## config.mk

```make
export PLATFORM = sky130hd
export DESIGN_NAME = aesl_deadlock_stall_detector
export DESIGN_NICKNAME = d
export VERILOG_FILES = /design/src/rtl/aesl_deadlock_stall_detector.sv
export SDC_FILE = /design/constraint.sdc
export NUM_CORES = 1
export LEC_CHECK = 0
export ABC_CLOCK_PERIOD_IN_PS = 6100
export BUFFER_PORTS_ARGS = -buffer_cell sky130_fd_sc_hd__buf_2
export CORE_UTILIZATION = 58
export DETAILED_ROUTE_END_ITERATION = 7
export GPL_TIMING_DRIVEN = 1
export MAX_ROUTING_LAYER = met4
export PLACE_DENSITY = 0.83
export SETUP_SLACK_MARGIN = 0.5
export SYNTH_ARGS = -nofsm -noshare
export SYNTH_HDL_FRONTEND = slang
export SYNTH_SLANG_ARGS = --single-unit
```

## constraint.sdc

```tcl
create_clock -name clock -period 6.1 [get_ports clock]
set_input_delay 0.305 -clock clock [delete_from_list [all_inputs] [get_ports clock]]
set_output_delay 0.305 -clock clock [all_outputs]
set_load 0.05 [all_outputs]
```

## src/rtl/aesl_deadlock_stall_detector.sv

```systemverilog
// aesl_deadlock_stall_detector
// Per-kernel deadlock detector. It flags the kernel as deadlocked once it has
// been blocked, with no change on the instance idle vector, for THRESHOLD
// consecutive cycles. The block flag is sticky until clear or reset.
// Optional feature macro: AESL_DEADLOCK_CAUSE_CAPTURE_EN adds block_first_idx,
// which holds the lowest blocked AXIS index at the moment of detection.
// The FSM state is visible on fsm_state (RUN=0, SUSPECT=1, BLOCKED=2).
module aesl_deadlock_stall_detector #(
   parameter int N_AXIS    = 1,
   parameter int N_INST    = 2,
   parameter int N_IBLK    = 1,
   parameter int THRESHOLD = 16,
   parameter int CNT_W     = 16,
   localparam int IDX_W    = (N_AXIS > 1) ? $clog2(N_AXIS) : 1
) (
   input  logic              clock,
   input  logic              reset_n,
   input  logic [N_AXIS-1:0] axis_block_sigs,
   input  logic [N_INST-1:0] inst_idle_sigs,
   input  logic [N_IBLK-1:0] inst_block_sigs,
   input  logic              clear,
   output logic              block,
   output logic [CNT_W-1:0]  stall_count,
   output logic [CNT_W-1:0]  block_cycles,
`ifdef AESL_DEADLOCK_CAUSE_CAPTURE_EN
   output logic [IDX_W-1:0]  block_first_idx,
`endif
   output logic [1:0]        fsm_state
);

   typedef enum logic [1:0] {
      ST_RUN     = 2'd0,
      ST_SUSPECT = 2'd1,
      ST_BLOCKED = 2'd2
   } state_e;

   localparam logic [CNT_W-1:0] THR_C   = CNT_W'(THRESHOLD);
   localparam logic [CNT_W-1:0] SAT_C   = {CNT_W{1'b1}};
   localparam logic [CNT_W-1:0] ONE_C   = CNT_W'(1);

   state_e              state_q;
   logic [N_INST-1:0]   idle_q;
   logic [CNT_W-1:0]    stall_cnt_q;
   logic [CNT_W-1:0]    block_cyc_q;
   logic                block_q;

   logic                any_blk;
   logic                progress;
   logic                stall;
   logic [CNT_W-1:0]    cnt_inc_d;
   logic                enter_blocked_d;

   // Stall qualification: blocked somewhere and no idle-state movement.
   always_comb begin
      any_blk         = (|axis_block_sigs) | (|inst_block_sigs);
      progress        = (inst_idle_sigs != idle_q);
      stall           = any_blk & ~progress;
      cnt_inc_d       = stall_cnt_q + ONE_C;
      enter_blocked_d = 1'b0;
      if (!clear && stall) begin
         if (state_q == ST_RUN)
            enter_blocked_d = (THRESHOLD == 1);
         else if (state_q == ST_SUSPECT)
            enter_blocked_d = (cnt_inc_d == THR_C);
      end
   end

   // Detector FSM with registered counters and sticky block flag; clear wins.
   always_ff @(posedge clock or negedge reset_n) begin
      if (!reset_n) begin
         state_q     <= ST_RUN;
         idle_q      <= '1;
         stall_cnt_q <= '0;
         block_cyc_q <= '0;
         block_q     <= 1'b0;
      end else begin
         idle_q <= inst_idle_sigs;
         if (clear) begin
            state_q     <= ST_RUN;
            stall_cnt_q <= '0;
            block_cyc_q <= '0;
            block_q     <= 1'b0;
         end else begin
            case (state_q)
               ST_RUN: begin
                  if (stall) begin
                     stall_cnt_q <= ONE_C;
                     if (enter_blocked_d) begin
                        state_q <= ST_BLOCKED;
                        block_q <= 1'b1;
                     end else begin
                        state_q <= ST_SUSPECT;
                     end
                  end
               end
               ST_SUSPECT: begin
                  if (stall) begin
                     stall_cnt_q <= cnt_inc_d;
                     if (enter_blocked_d) begin
                        state_q <= ST_BLOCKED;
                        block_q <= 1'b1;
                     end
                  end else begin
                     state_q     <= ST_RUN;
                     stall_cnt_q <= '0;
                  end
               end
               ST_BLOCKED: begin
                  // Only clear or reset leaves; stall_count is frozen here.
                  if (block_cyc_q != SAT_C)
                     block_cyc_q <= block_cyc_q + ONE_C;
               end
               default: begin
                  state_q     <= ST_RUN;
                  stall_cnt_q <= '0;
                  block_cyc_q <= '0;
                  block_q     <= 1'b0;
               end
            endcase
         end
      end
   end

`ifdef AESL_DEADLOCK_CAUSE_CAPTURE_EN
   logic [IDX_W-1:0] first_idx_d;
   logic [IDX_W-1:0] first_idx_q;

   // Priority encoder: lowest blocked AXIS index wins, 0 when none is set.
   always_comb begin
      first_idx_d = '0;
      for (int i = N_AXIS - 1; i >= 0; i--) begin
         if (axis_block_sigs[i])
            first_idx_d = IDX_W'(i);
      end
   end

   // Capture the cause on the edge that enters BLOCKED.
   always_ff @(posedge clock or negedge reset_n) begin
      if (!reset_n)
         first_idx_q <= '0;
      else if (clear)
         first_idx_q <= '0;
      else if (enter_blocked_d)
         first_idx_q <= first_idx_d;
   end

   assign block_first_idx = first_idx_q;
`endif

   assign block        = block_q;
   assign stall_count  = stall_cnt_q;
   assign block_cycles = block_cyc_q;
   assign fsm_state    = state_q;

endmodule

```

* Yosys cells after proc, flatten, opt, wreduce, memory -nomap -nowiden
Index checks and enable logic that the tools add are counted.
** Operators by class
- Mux-type cells :: 20
- Bitwise operators :: 3
- Add/subtract/negate cells :: 2
- Equality and inequality tests :: 12
- Reductions and logical operators :: 8
** Operators by type and width (count)
- two-way mux 16 bit :: 5
- one-hot mux 16 bit (3 select lines) :: 1
- adder 16 x 1 -> 16 bit (second input constant) :: 2
- one-hot mux 16 bit (2 select lines) :: 1
- equality test 16 x 5 -> 1 bit (second input constant) :: 1
- inequality test 16 bit (second input constant) :: 1
- two-way mux 2 bit :: 5
- two-way mux 1 bit :: 6
- inequality test 3 x 1 -> 1 bit (second input constant) :: 2
- inequality test 3 bit (second input constant) :: 2
- one-hot mux 2 bit (3 select lines) :: 1
- AND reduction 3 bit :: 2
- inequality test 4 bit (second input constant) :: 1
- AND reduction 2 bit :: 2
- equality test 2 x 1 -> 1 bit (second input constant) :: 1
- equality test 2 bit (second input constant) :: 1
- logical NOT 2 bit :: 1
- inequality test 2 x 1 -> 1 bit (second input constant) :: 1
- inequality test 2 bit :: 1
- inequality test 2 bit (second input constant) :: 1
- one-hot mux 1 bit (2 select lines) :: 1
- OR reduction 2 bit :: 1
- AND 1 bit :: 1
- logical AND 1 bit :: 1
- 3 further kinds :: 3
** Word-level totals
- Register bits after elaboration :: 37
- Word-level logic and storage cells :: 50
- Input port bits :: 7
- Output and inout port bits :: 35

* Depth between registers and ports, before layout
Gate-level depths: netlist of run 1.
- Depth after elaboration :: 9
- Gate-level depth with buffers :: 8
- Mapped depth without buffers :: 7

* Worst setup path before layout of run 1
OpenSTA, ideal clock, no wires.
- Path kind :: flip-flop to flip-flop
- Start point :: register state_q[0], in the netlist fsm_state[0]
- End point :: register state_q[1], in the netlist fsm_state[1]
- Setup slack :: 3.748 ns
- Arrival :: 2.284 ns
- Period minus slack after synthesis :: 2.352 ns
- Stages on the path, launching flop included :: 8
- Path buffers :: 1
- Setup time :: 0.068 ns
- Data required time :: 6.032 ns
- Cell sequence :: dfrtp_1 > buf_4 > or3b_1 > nor4_2 > nand2_1 > or4_1 > nor4_2 > nand2b_1
** Between the ends
- Cells in the longest elaborated chain, start to end :: 8
- Elaborated cells on any way between the ends :: 14
- Classes of those cells :: 5 x eq/ne; 7 x mux; 2 x reduce/logical
** Ends and longest elaborated chain
- from (decl) :: RTL line 41 : state_e state_q;
- from (signal assigned) :: RTL line 71 : state_q <= ST_RUN;
- from (signal assigned) :: RTL line 79 : state_q <= ST_RUN;
- from (signal assigned) :: RTL line 89 : state_q <= ST_BLOCKED;
- equality test 2 x 1 -> 1 bit :: RTL line 63, 84
- two-way mux 1 bit :: RTL line 63 : else if (state_q == ST_SUSPECT)
- two-way mux 1 bit :: RTL line 61 : if (state_q == ST_RUN)
- two-way mux 1 bit :: RTL line 60 : if (!clear && stall) begin
- two-way mux 2 bit :: RTL line 88 : if (enter_blocked_d) begin
- two-way mux 2 bit :: RTL line 86 : if (stall) begin
- one-hot mux 2 bit (3 select lines) :: RTL line 84 : case (state_q)
- two-way mux 2 bit :: RTL line 78 : if (clear) begin
Parallel ways exist; a longest one is shown, timed or not. The select of a mux whose other input is x is not followed.
A chain may end at the register's enable or synchronous reset.

* Final worst setup path of run 1
- Start point :: register state_q[0], in the netlist fsm_state[0]
- End point :: register block_q, in the netlist block
** Between the ends
- Cells in the longest elaborated chain, start to end :: 6
- Elaborated cells on any way between the ends :: 13
- Classes of those cells :: 5 x eq/ne; 5 x mux; 3 x reduce/logical
** Ends and longest elaborated chain
- equality test 2 x 1 -> 1 bit :: RTL line 63, 84
- two-way mux 1 bit :: RTL line 63
- two-way mux 1 bit :: RTL line 61
- two-way mux 1 bit :: RTL line 60
- inequality test 3 x 1 -> 1 bit (no line)
- AND reduction 3 bit (no line)
- to (signal assigned) :: RTL line 75 : block_q <= 1'b0;
- to (signal assigned) :: RTL line 82 : block_q <= 1'b0;
- to (signal assigned) :: RTL line 90 : block_q <= 1'b1;
- to (decl) :: RTL line 45 : logic block_q;
Parallel ways exist; a longest one is shown, timed or not.

==> results of run 1 <==
## synthesized netlist by cell type (all sizes together)
cell type,instances,area (um2)
ha,3,37.54
dfstp,2,52.55
nand2b,5,31.28
or3b,2,17.52
o211ai,2,15.01
xnor2,10,87.58
clkbuf,8,30.03
a31oi,7,43.79
nor4,6,50.04
o41ai,1,8.760
o22a,1,8.760
a21oi,5,25.02
mux2,1,11.26
o21ai,27,135.1
nand2,19,71.32
mux2i,3,30.03
nor2b,2,12.51
o31ai,5,37.54
a211oi,1,7.510
nand3b,1,7.510
xor2,8,70.07
and2,4,25.02
a41oi,1,8.760
nor3b,2,15.01
inv,2,7.510
nor2,22,82.58
and3,9,56.30
nor3,6,30.03
dfrtp,35,875.8
nand4,9,56.30
or4,2,15.01
and4,2,17.52
or3,1,6.260
nand3,20,100.1
o21a,1,7.510
a22o,1,8.760
buf,8,43.78
a21o,1,7.510
## worst max-delay path by stage
stage,to,startpoint,slack (ps),depth (start not counted)
2_1_floorplan,fsm_state[1],fsm_state[0],3750,7
6_report,block,fsm_state[0],3370,6
4_1_cts,block,fsm_state[0],3360,6
3_5_place_dp,block,fsm_state[0],3390,6
3_3_place_gp,fsm_state[1],fsm_state[0],3530,6
5_1_grt,fsm_state[1],fsm_state[0],3090,6
## power groups by stage
stage	clock network (mW)	logic [mW]	registers (mW)
after CTS	0.226	0.0280	0.250
after detailed placement	0	0.0278	0.255
after global routing	0.234	0.0311	0.250
after floorplan	0	0.0137	0.257
final	0.221	0.0278	0.250
after global placement	0	0.0276	0.254
## worst max-delay path, cell delays in order (launching register included)
cell and delay, ps:
dfrtp_1 520, or3b_1 400, nor4_2 810, nand2_1 110
or4_1 440, nor4_2 220, o21a_1 150
## stage by stage
step / cells / instance area, um2 / hold slack (ps) / power [mW] / util, %
2_1_floorplan: 245 / 2155 / 9.409 / 0.2709 / -
4_1_cts: 325 / 2471 / 118.5 / 0.5039 / 71.79
5_1_grt: 325 / 2471 / 118.9 / 0.5156 / 71.79
3_5_place_dp: 317 / 2351 / 431.9 / 0.2825 / 68.30
6_report: 325 / 2471 / 95.99 / 0.4991 / 71.79
3_3_place_gp: 317 / 2351 / 429.4 / 0.2820 / 68.30
## flip-flops by register name (all words and copies together), names as in the netlist
signal / flops
stall_count: 16
idle_q: 2
fsm_state: 2
block_cycles: 16
block: 1
## per-layer routing
metal / GRT usage [%] / wire [um] / vias to the layer above
met3: 8.029 / 306 / 6
met2: 40.19 / 2204 / 74
li1: - / - / 949
met5: - / 0 / -
met1: 38.33 / 2376 / 927
met4: 11.05 / 50 / 0
## kinds of logic (layout without fill, tap and decap cells)
| group | count (synthesis) | count (layout) | synth area share, % |
|---|---|---|---|
| flip-flops | 37 | 37 | 43.09 |
| multiplexers | 4 | 4 | 1.916 |
| AND/OR/NAND/NOR | 112 | 112 | 27.58 |
| buffers and inverters | 18 | 52 | 3.774 |
| AO/OA/AOI/OAI | 53 | 53 | 14.58 |
| XOR/XNOR | 18 | 18 | 7.317 |
| adder cells (fa/ha/maj) | 3 | 3 | 1.742 |
## cell type report
class / instances / area, um2
clock inverter: 2 / 37.54
timing repair buffer: 42 / 212.7
sequential: 37 / 928.4
fill: 281 / 970.9
inverter: 2 / 7.507
multi-input combinational: 190 / 1145
clock buffer: 6 / 82.58
tap: 46 / 57.56
==> out/results.txt, run 1 <==
Setup crit end kind = flip-flop
chip width = 62.95 um
clk buf depth = 2
crit start category = flip-flop
Clock power frac = 44.3%
CTS root buffer = clkbuf_8
setup tns final = 0 ps
Reg2Reg Capture Point = block
CTS Hold Bufs = 0
vias = 1,956
Distinct cells, synth = 42
Tcrit/Tclk final = 44.74%
Port Buffers = 41
Area Growth Syn to Fin = 14.69%
post-place setup slack = 3389 ps
Logic pwr share = 5.6%
PD cells = 202.0 nW/um2
Switching Share = 22.46%
H-tree level count = 2
WL final = 4.937 mm
Final Net Count = 288
Max Slew Vio Count = 0
Mapped Nets = 255
vias per inst = 6.018
Worst Path Arrival = 2960 ps
Syn. warnings = 0
Synth Area per Inst = 8.794 um2
hold violation total from the final report = 0
Pint = 387.0 uW
FF-to-FF setup slack = 3370 ps
HPWL after detailed placement = 3.415 mm
post-CTS setup buffer count = 0
global-route wire length before repair = 8.576 mm
Critical Setup Path Class = flip-flop to flip-flop
critical path required time = 6330 ps
GPL Wtd Cong = 0.8689
status = finished clean
switching pwr = 112.1 uW
initial antenna violation count = 0
sequential share of the synthesized area = 43.09%
Die Ht = 62.95 um
Synth Cell Area = 2155 um2
IR drop worst, VDD = 154.1 uV
vias in the first global route = 1,859
total iterations of the first detailed-routing run = 4
Detailed Route Iter0 Violations = 148
gate count after technology mapping = 245
cts bufs inserted = 5
FF-to-FF Start = fsm_state[0]
GRT overflow = 0
num rows = 21
share of layout cells above drive strength 1 = 20.07%
antenna-violating nets left = 0
worst hold path class = input pin to asynchronous set/reset pin
core box area = 3442 um2
largest net degree at the start of global routing = 38
Sink Count = 37
R2R cell count = 6
max cap viols = 0
critical path peak fanout = 11
wire length per cell = 15.19 um
Yosys reg bits = 37
Die ar. = 3963 um2
# IOs = 42
crit path time final = 2729 ps
RSZ-0062 raised after global routing = no
Flop pwr share = 50.1%
GRT Resource Usage Total = 28.42%
post-cts sizing count = 0
Initial Util = 62.60%
Fmax = 366.4 MHz
Pleak = 1.153 nW
Worst Skew = 6.510 ps
clk_lat worst skew = 290 ps
DR DRC count = 0
Final Setup Violations = 0
Slew HR = 39.22%
CTS tree = yes
Clock Pin Slew Worst Setup and Hold Paths = 80 ps
most frequent cells in the layout = buf_2, dfrtp_1, o21ai_0
final worst slack = 3371 ps
Worst Tran Pin Value = 904.2 ps
most common cell after layout, fill and taps aside = buf_2
Antenna Diode Count = 0
No activity file was read; power rests on OpenSTA's default activity.
==> run 2: changes to the inputs <==
--- a/config.mk
+++ b/config.mk
@@ -5,13 +5,13 @@
 export SDC_FILE = /design/constraint.sdc
 export NUM_CORES = 1
 export LEC_CHECK = 0
-export ABC_CLOCK_PERIOD_IN_PS = 6100
+export ABC_CLOCK_PERIOD_IN_PS = 2900
 export BUFFER_PORTS_ARGS = -buffer_cell sky130_fd_sc_hd__buf_2
-export CORE_UTILIZATION = 58
+export CORE_UTILIZATION = 55
 export DETAILED_ROUTE_END_ITERATION = 7
 export GPL_TIMING_DRIVEN = 1
 export MAX_ROUTING_LAYER = met4
-export PLACE_DENSITY = 0.83
+export PLACE_DENSITY = 0.8
 export SETUP_SLACK_MARGIN = 0.5
 export SYNTH_ARGS = -nofsm -noshare
 export SYNTH_HDL_FRONTEND = slang
==> constraint.sdc (replaced) <==
create_clock -name clock -period 2.9 [get_ports clock]
set_input_delay 0.145 -clock clock [delete_from_list [all_inputs] [get_ports clock]]
set_output_delay 0.145 -clock clock [all_outputs]
set_load 0.05 [all_outputs]
==> run 2 against run 1 <==
Effect of this change:
- combinational power is 120% higher
- first-iteration DRC count is 46% higher
- routed wire length is 3.0% lower
- register-to-register slack worse by 2700 ps
- clock skew is 1.3 ps higher
- count of clock-buffer cells in the layout stayed put
- die area is 5.3% higher
- critical path type unchanged
- largest power group unchanged
- highest routed layer unchanged
==> out/results.txt, run 2 (synthesized netlist as in run 1, its figures left out) <==
status = finished clean
Worst Path Arrival = 2490 ps
Pwr Total = 943.7 uW
Area Growth Syn to Fin = 15.10%
wire length per cell = 14.47 um
WL final = 4.788 mm
max cap viols = 0
antenna-violating nets left = 0
share of layout cells above drive strength 1 = 20.14%
largest net degree at the start of global routing = 38
crit path time final = 2268 ps
vias in the first global route = 1,729
cts bufs inserted = 5
Logic pwr share = 6.5%
Clock power frac = 37.8%
critical path peak fanout = 9
PD cells = 380.6 nW/um2
Max Slew Vio Count = 0
hold_sp = clear
critical path required time = 3130 ps
setup tns final = 0 ps
Worst Tran Pin Value = 811.5 ps
IR drop worst, VDD = 220.1 uV
CTS tree = yes
Die Ht = 64.59 um
Die ar. = 4172 um2
Final Setup Violations = 0
hold violation total from the final report = 0
Worst Skew = 7.786 ps
Clock Pin Slew Worst Setup and Hold Paths = 70 ps
GRT Resource Usage Total = 25.99%
Tcrit/Tclk final = 78.21%
switching pwr = 239.6 uW
HPWL after detailed placement = 3.343 mm
Fmax = 440.9 MHz
CTS root buffer = clkbuf_8
GRT overflow = 0
# fillers = 324
DR DRC count = 0
Flop pwr share = 55.7%
worst hold path class = input pin to flip-flop
Detailed Route Iter0 Violations = 216
num rows = 22
most common cell after layout, fill and taps aside = buf_2
FF-to-FF Start = stall_count[8]
clk buf depth = 2
Sink Count = 37
vias = 1,982
H-tree level count = 2
clk_lat worst skew = 290 ps
Setup crit end kind = flip-flop
post-CTS setup buffer count = 0
Port Buffers = 41
global-route wire length before repair = 8.079 mm
crit start category = flip-flop
core box area = 3716 um2
Final Net Count = 292
Initial Util = 57.98%
Antenna Diode Count = 0
initial antenna violation count = 0
GPL Wtd Cong = 0.9255
# IOs = 42
Slew HR = 45.90%
Switching Share = 25.39%
vias per inst = 5.988
chip width = 64.59 um
total iterations of the first detailed-routing run = 4
Critical Path Start = stall_count[8]
Critical Setup Path Class = flip-flop to flip-flop
RSZ-0062 raised after global routing = yes
Pleak = 1.159 nW
most frequent cells in the layout = buf_2, dfrtp_1, o21ai_0
Pint = 704.1 uW
run 2: worst paths after layout:
check                      slack (ps)         endpoint  depth (start not counted)
setup / recovery                  630            block                          5
hold / removal                    130   stall_count[4]                          2
setup reg to reg                  630            block                          5
hold reg to reg                   530  stall_count[15]                          2
max in group asynchronous        1910  stall_count[12]                          2
min in group asynchronous         470  block_cycles[3]                          2
run 2: final cells by class:
cell class              instances  area [um2]  area share, %
clock buffers                   6       72.57          2.926
clock inverters                 2       10.01         0.4036
multi-input cells             190        1151          46.42
well taps                      48       60.06          2.422
repair buffers                 46       250.2          10.09
inverters                       2       7.507         0.3027
flip-flops and latches         37       928.4          37.44
run 2: layer usage:
layer	track usage (%)	vias to the layer above	routed length (um)
li1	-	958	-
met1	36.85	957	2298
met2	36.45	61	2176
met3	4.225	6	238
met4	11.67	0	74
met5	-	-	0
run 2: power groups by stage:
stage               logic [mW]  clock network, mW  registers (mW)
floorplan               0.0287                  0           0.541
global placement        0.0582                  0           0.535
global route            0.0688              0.385           0.526
detailed placement      0.0590                  0           0.536
CTS                     0.0624              0.362           0.525
finish                  0.0614              0.357           0.526
run 2: timing repair:
action,4_1_cts,5_1_grt
hold buffers,3,0
endpoints found under the hold margin,37,0
resized for setup,0,2
setup endpoints to repair,0,4
run 2: stage by stage:
step | worst slack, ps | cells | hold WS (ps) | utilization (%) | cell area [um2]
final | 632.0 | 331 | 130.3 | 66.73 | 2480
after CTS | 642.9 | 331 | 116.6 | 66.57 | 2474
after global placement | 716.9 | 320 | 268.0 | 63.54 | 2361
after detailed placement | 667.7 | 320 | 269.7 | 63.54 | 2361
after global routing | 484.5 | 331 | 156.7 | 66.73 | 2480
after floorplan | 547.6 | 245 | -150.6 | - | 2155
run 2: critical path: stages (launching register included):
cell and delay, ps:
dfrtp_1 500, nand3_1 240, nor4_1 700, a31oi_1 210
nor4_2 410, o21a_1 160
==> run 3: changes to the inputs <==
--- a/config.mk
+++ b/config.mk
@@ -5,7 +5,7 @@
 export SDC_FILE = /design/constraint.sdc
 export NUM_CORES = 1
 export LEC_CHECK = 0
-export ABC_CLOCK_PERIOD_IN_PS = 2900
+export ABC_CLOCK_PERIOD_IN_PS = 2200
 export BUFFER_PORTS_ARGS = -buffer_cell sky130_fd_sc_hd__buf_2
 export CORE_UTILIZATION = 55
 export DETAILED_ROUTE_END_ITERATION = 7
==> constraint.sdc (replaced) <==
create_clock -name clock -period 2.2 [get_ports clock]
set_input_delay 0.11 -clock clock [delete_from_list [all_inputs] [get_ports clock]]
set_output_delay 0.11 -clock clock [all_outputs]
set_load 0.05 [all_outputs]
==> run 3 against run 2 <==
Effect of this change:
- first-iteration DRC count is 110% higher
- combinational power rose to 2.6 times the previous value
- count of clock-buffer cells in the layout decreased by 1
- total power grew 46%
- hold slack improved by 25 ps
- register-to-register slack lost 510 ps
- non-clock buffer count rose by 55
- core utilization rose by 23 points
- sequential cell count stayed put
- global-route usage grew 5.8 points
- critical path type unchanged
==> out/results.txt, run 3 (synthesized netlist as in run 1, its figures left out) <==
status = finished clean
GRT overflow = 0
Port Buffers = 41
Sink Count = 37
wire length per cell = 21.37 um
critical path required time = 2420 ps
FF-to-FF Start = stall_count[1]
HPWL after detailed placement = 3.463 mm
Post-Place Cells = 328
Final Net Count = 347
Worst Tran Pin Value = 850.8 ps
vias in the first global route = 1,966
Tcrit/Tclk final = 94.53%
Max Slew Vio Count = 0
# fillers = 155
share of layout cells above drive strength 1 = 51.78%
hold violation total from the final report = 0
Multi-input gate area = 1508 um2
num rows = 22
vias = 2,564
IR drop worst, VDD = 402.3 uV
Initial Util = 57.98%
Worst Path Arrival = 2300 ps
worst hold path class = input pin to flip-flop
Pleak = 1.484 nW
clk_lat worst skew = 320 ps
setup tns final = 0 ps
GRT Resource Usage Total = 31.83%
chip width = 64.59 um
initial antenna violation count = 0
Slew HR = 43.28%
CTS tree = yes
Die Ht = 64.59 um
crit path time final = 2080 ps
CTS root buffer = clkbuf_8
Detailed Route Iter0 Violations = 457
Clock Pin Slew Worst Setup and Hold Paths = 90 ps
GPL Wtd Cong = 0.9529
most frequent cells in the layout = buf_4, buf_2, nor2_1
Final Setup Violations = 0
# IOs = 42
Placed Area = 2457 um2
WL final = 8.248 mm
Worst Skew = 13.51 ps
RSZ-0062 raised after global routing = yes
Fmax = 480.9 MHz
Final Cell Area = 3319 um2
DR DRC count = 0
Antenna Diode Count = 0
Critical Path Start = stall_count[1]
Critical Setup Path Class = flip-flop to flip-flop
antenna-violating nets left = 0
Area Growth Syn to Fin = 54.06%
vias per inst = 6.642
cts bufs inserted = 5
largest net degree at the start of global routing = 38
crit start category = flip-flop
total iterations of the first detailed-routing run = 6
PD cells = 416.4 nW/um2
critical path peak fanout = 7
clk buf depth = 2
Die ar. = 4172 um2
fin cells = 386
most common cell after layout, fill and taps aside = buf_4
global-route wire length before repair = 9.673 mm
H-tree level count = 2
Sequential Area = 949.7 um2
core box area = 3716 um2
hold_sp = clear
Setup crit end kind = flip-flop
max cap viols = 0
## run 3: cell count changes in the layout (fill, tap and decap cells not counted), sizes merged
cell	before	now
clkinvlp	0	1
clkinv	2	1
buf	43	98
inv	2	3
clkbuf	6	5
## run 3: repair_timing
item / CTS / global route
gates resized for setup: 41 / 58
gates cloned: 0 / 1
hold buffers: 3 / 0
pin swaps: 12 / 21
setup buffers: 21 / 25
hold endpoints to repair: 37 / 0
endpoints found under the setup margin: 28 / 31
## run 3: layer usage
metal	global-route usage, %	up-vias	share of wire, %
li1	-	1077	-
met1	42.52	1212	39
met2	45.13	226	45
met3	6.338	49	12
met4	17.78	0	4.6
met5	-	-	0
## run 3: area by class of cell
cell class / instances / share of cell area [%]
multi-input combinational: 190 / 45.42
sequential: 37 / 28.61
timing repair buffer: 101 / 21.22
clock buffer: 5 / 2.073
tap: 48 / 1.809
clock inverter: 3 / 0.6408
inverter: 2 / 0.2262
## run 3: path summary, 6_finish.rpt
kind	end	slack, ps	depth (start not counted)
min reg2reg	block_cycles[15]	520	1
max in group asynchronous	stall_count[10]	1170	2
max reg2reg	block	120	8
min in group asynchronous	block_cycles[10]	420	2
max	block	120	8
min	stall_count[4]	160	2
## run 3: power by group
| group | internal, mW | switching, mW | leakage [nW] |
|---|---|---|---|
| clock network | 0.225 | 0.300 | 0.0445 |
| registers | 0.686 | 0.00853 | 0.481 |
| logic | 0.0638 | 0.0987 | 0.958 |
## run 3: worst max-delay path, stage by stage (launching register included)
cell and delay (ps):
dfrtp_2 480, ha_4 210, nand4_1 180, nor4_2 290, buf_4 210, nor3_1 60, o211ai_1 280, nor4_4 90
o21a_1 180
## run 3: per-stage QoR
| step | hold slack, ps | setup slack (ps) | power, mW | utilization (%) |
|---|---|---|---|---|
| finish | 155.6 | 120.4 | 1.382 | 89.33 |
| global placement | 234.8 | 206.3 | 0.7871 | 66.13 |
| global route | 148.1 | 87.52 | 1.430 | 89.33 |
| detailed placement | 235.1 | 151.9 | 0.7873 | 66.13 |
| floorplan | -185.6 | 14.08 | 0.7530 | - |
| CTS | 119.7 | 320.7 | 1.306 | 79.02 |
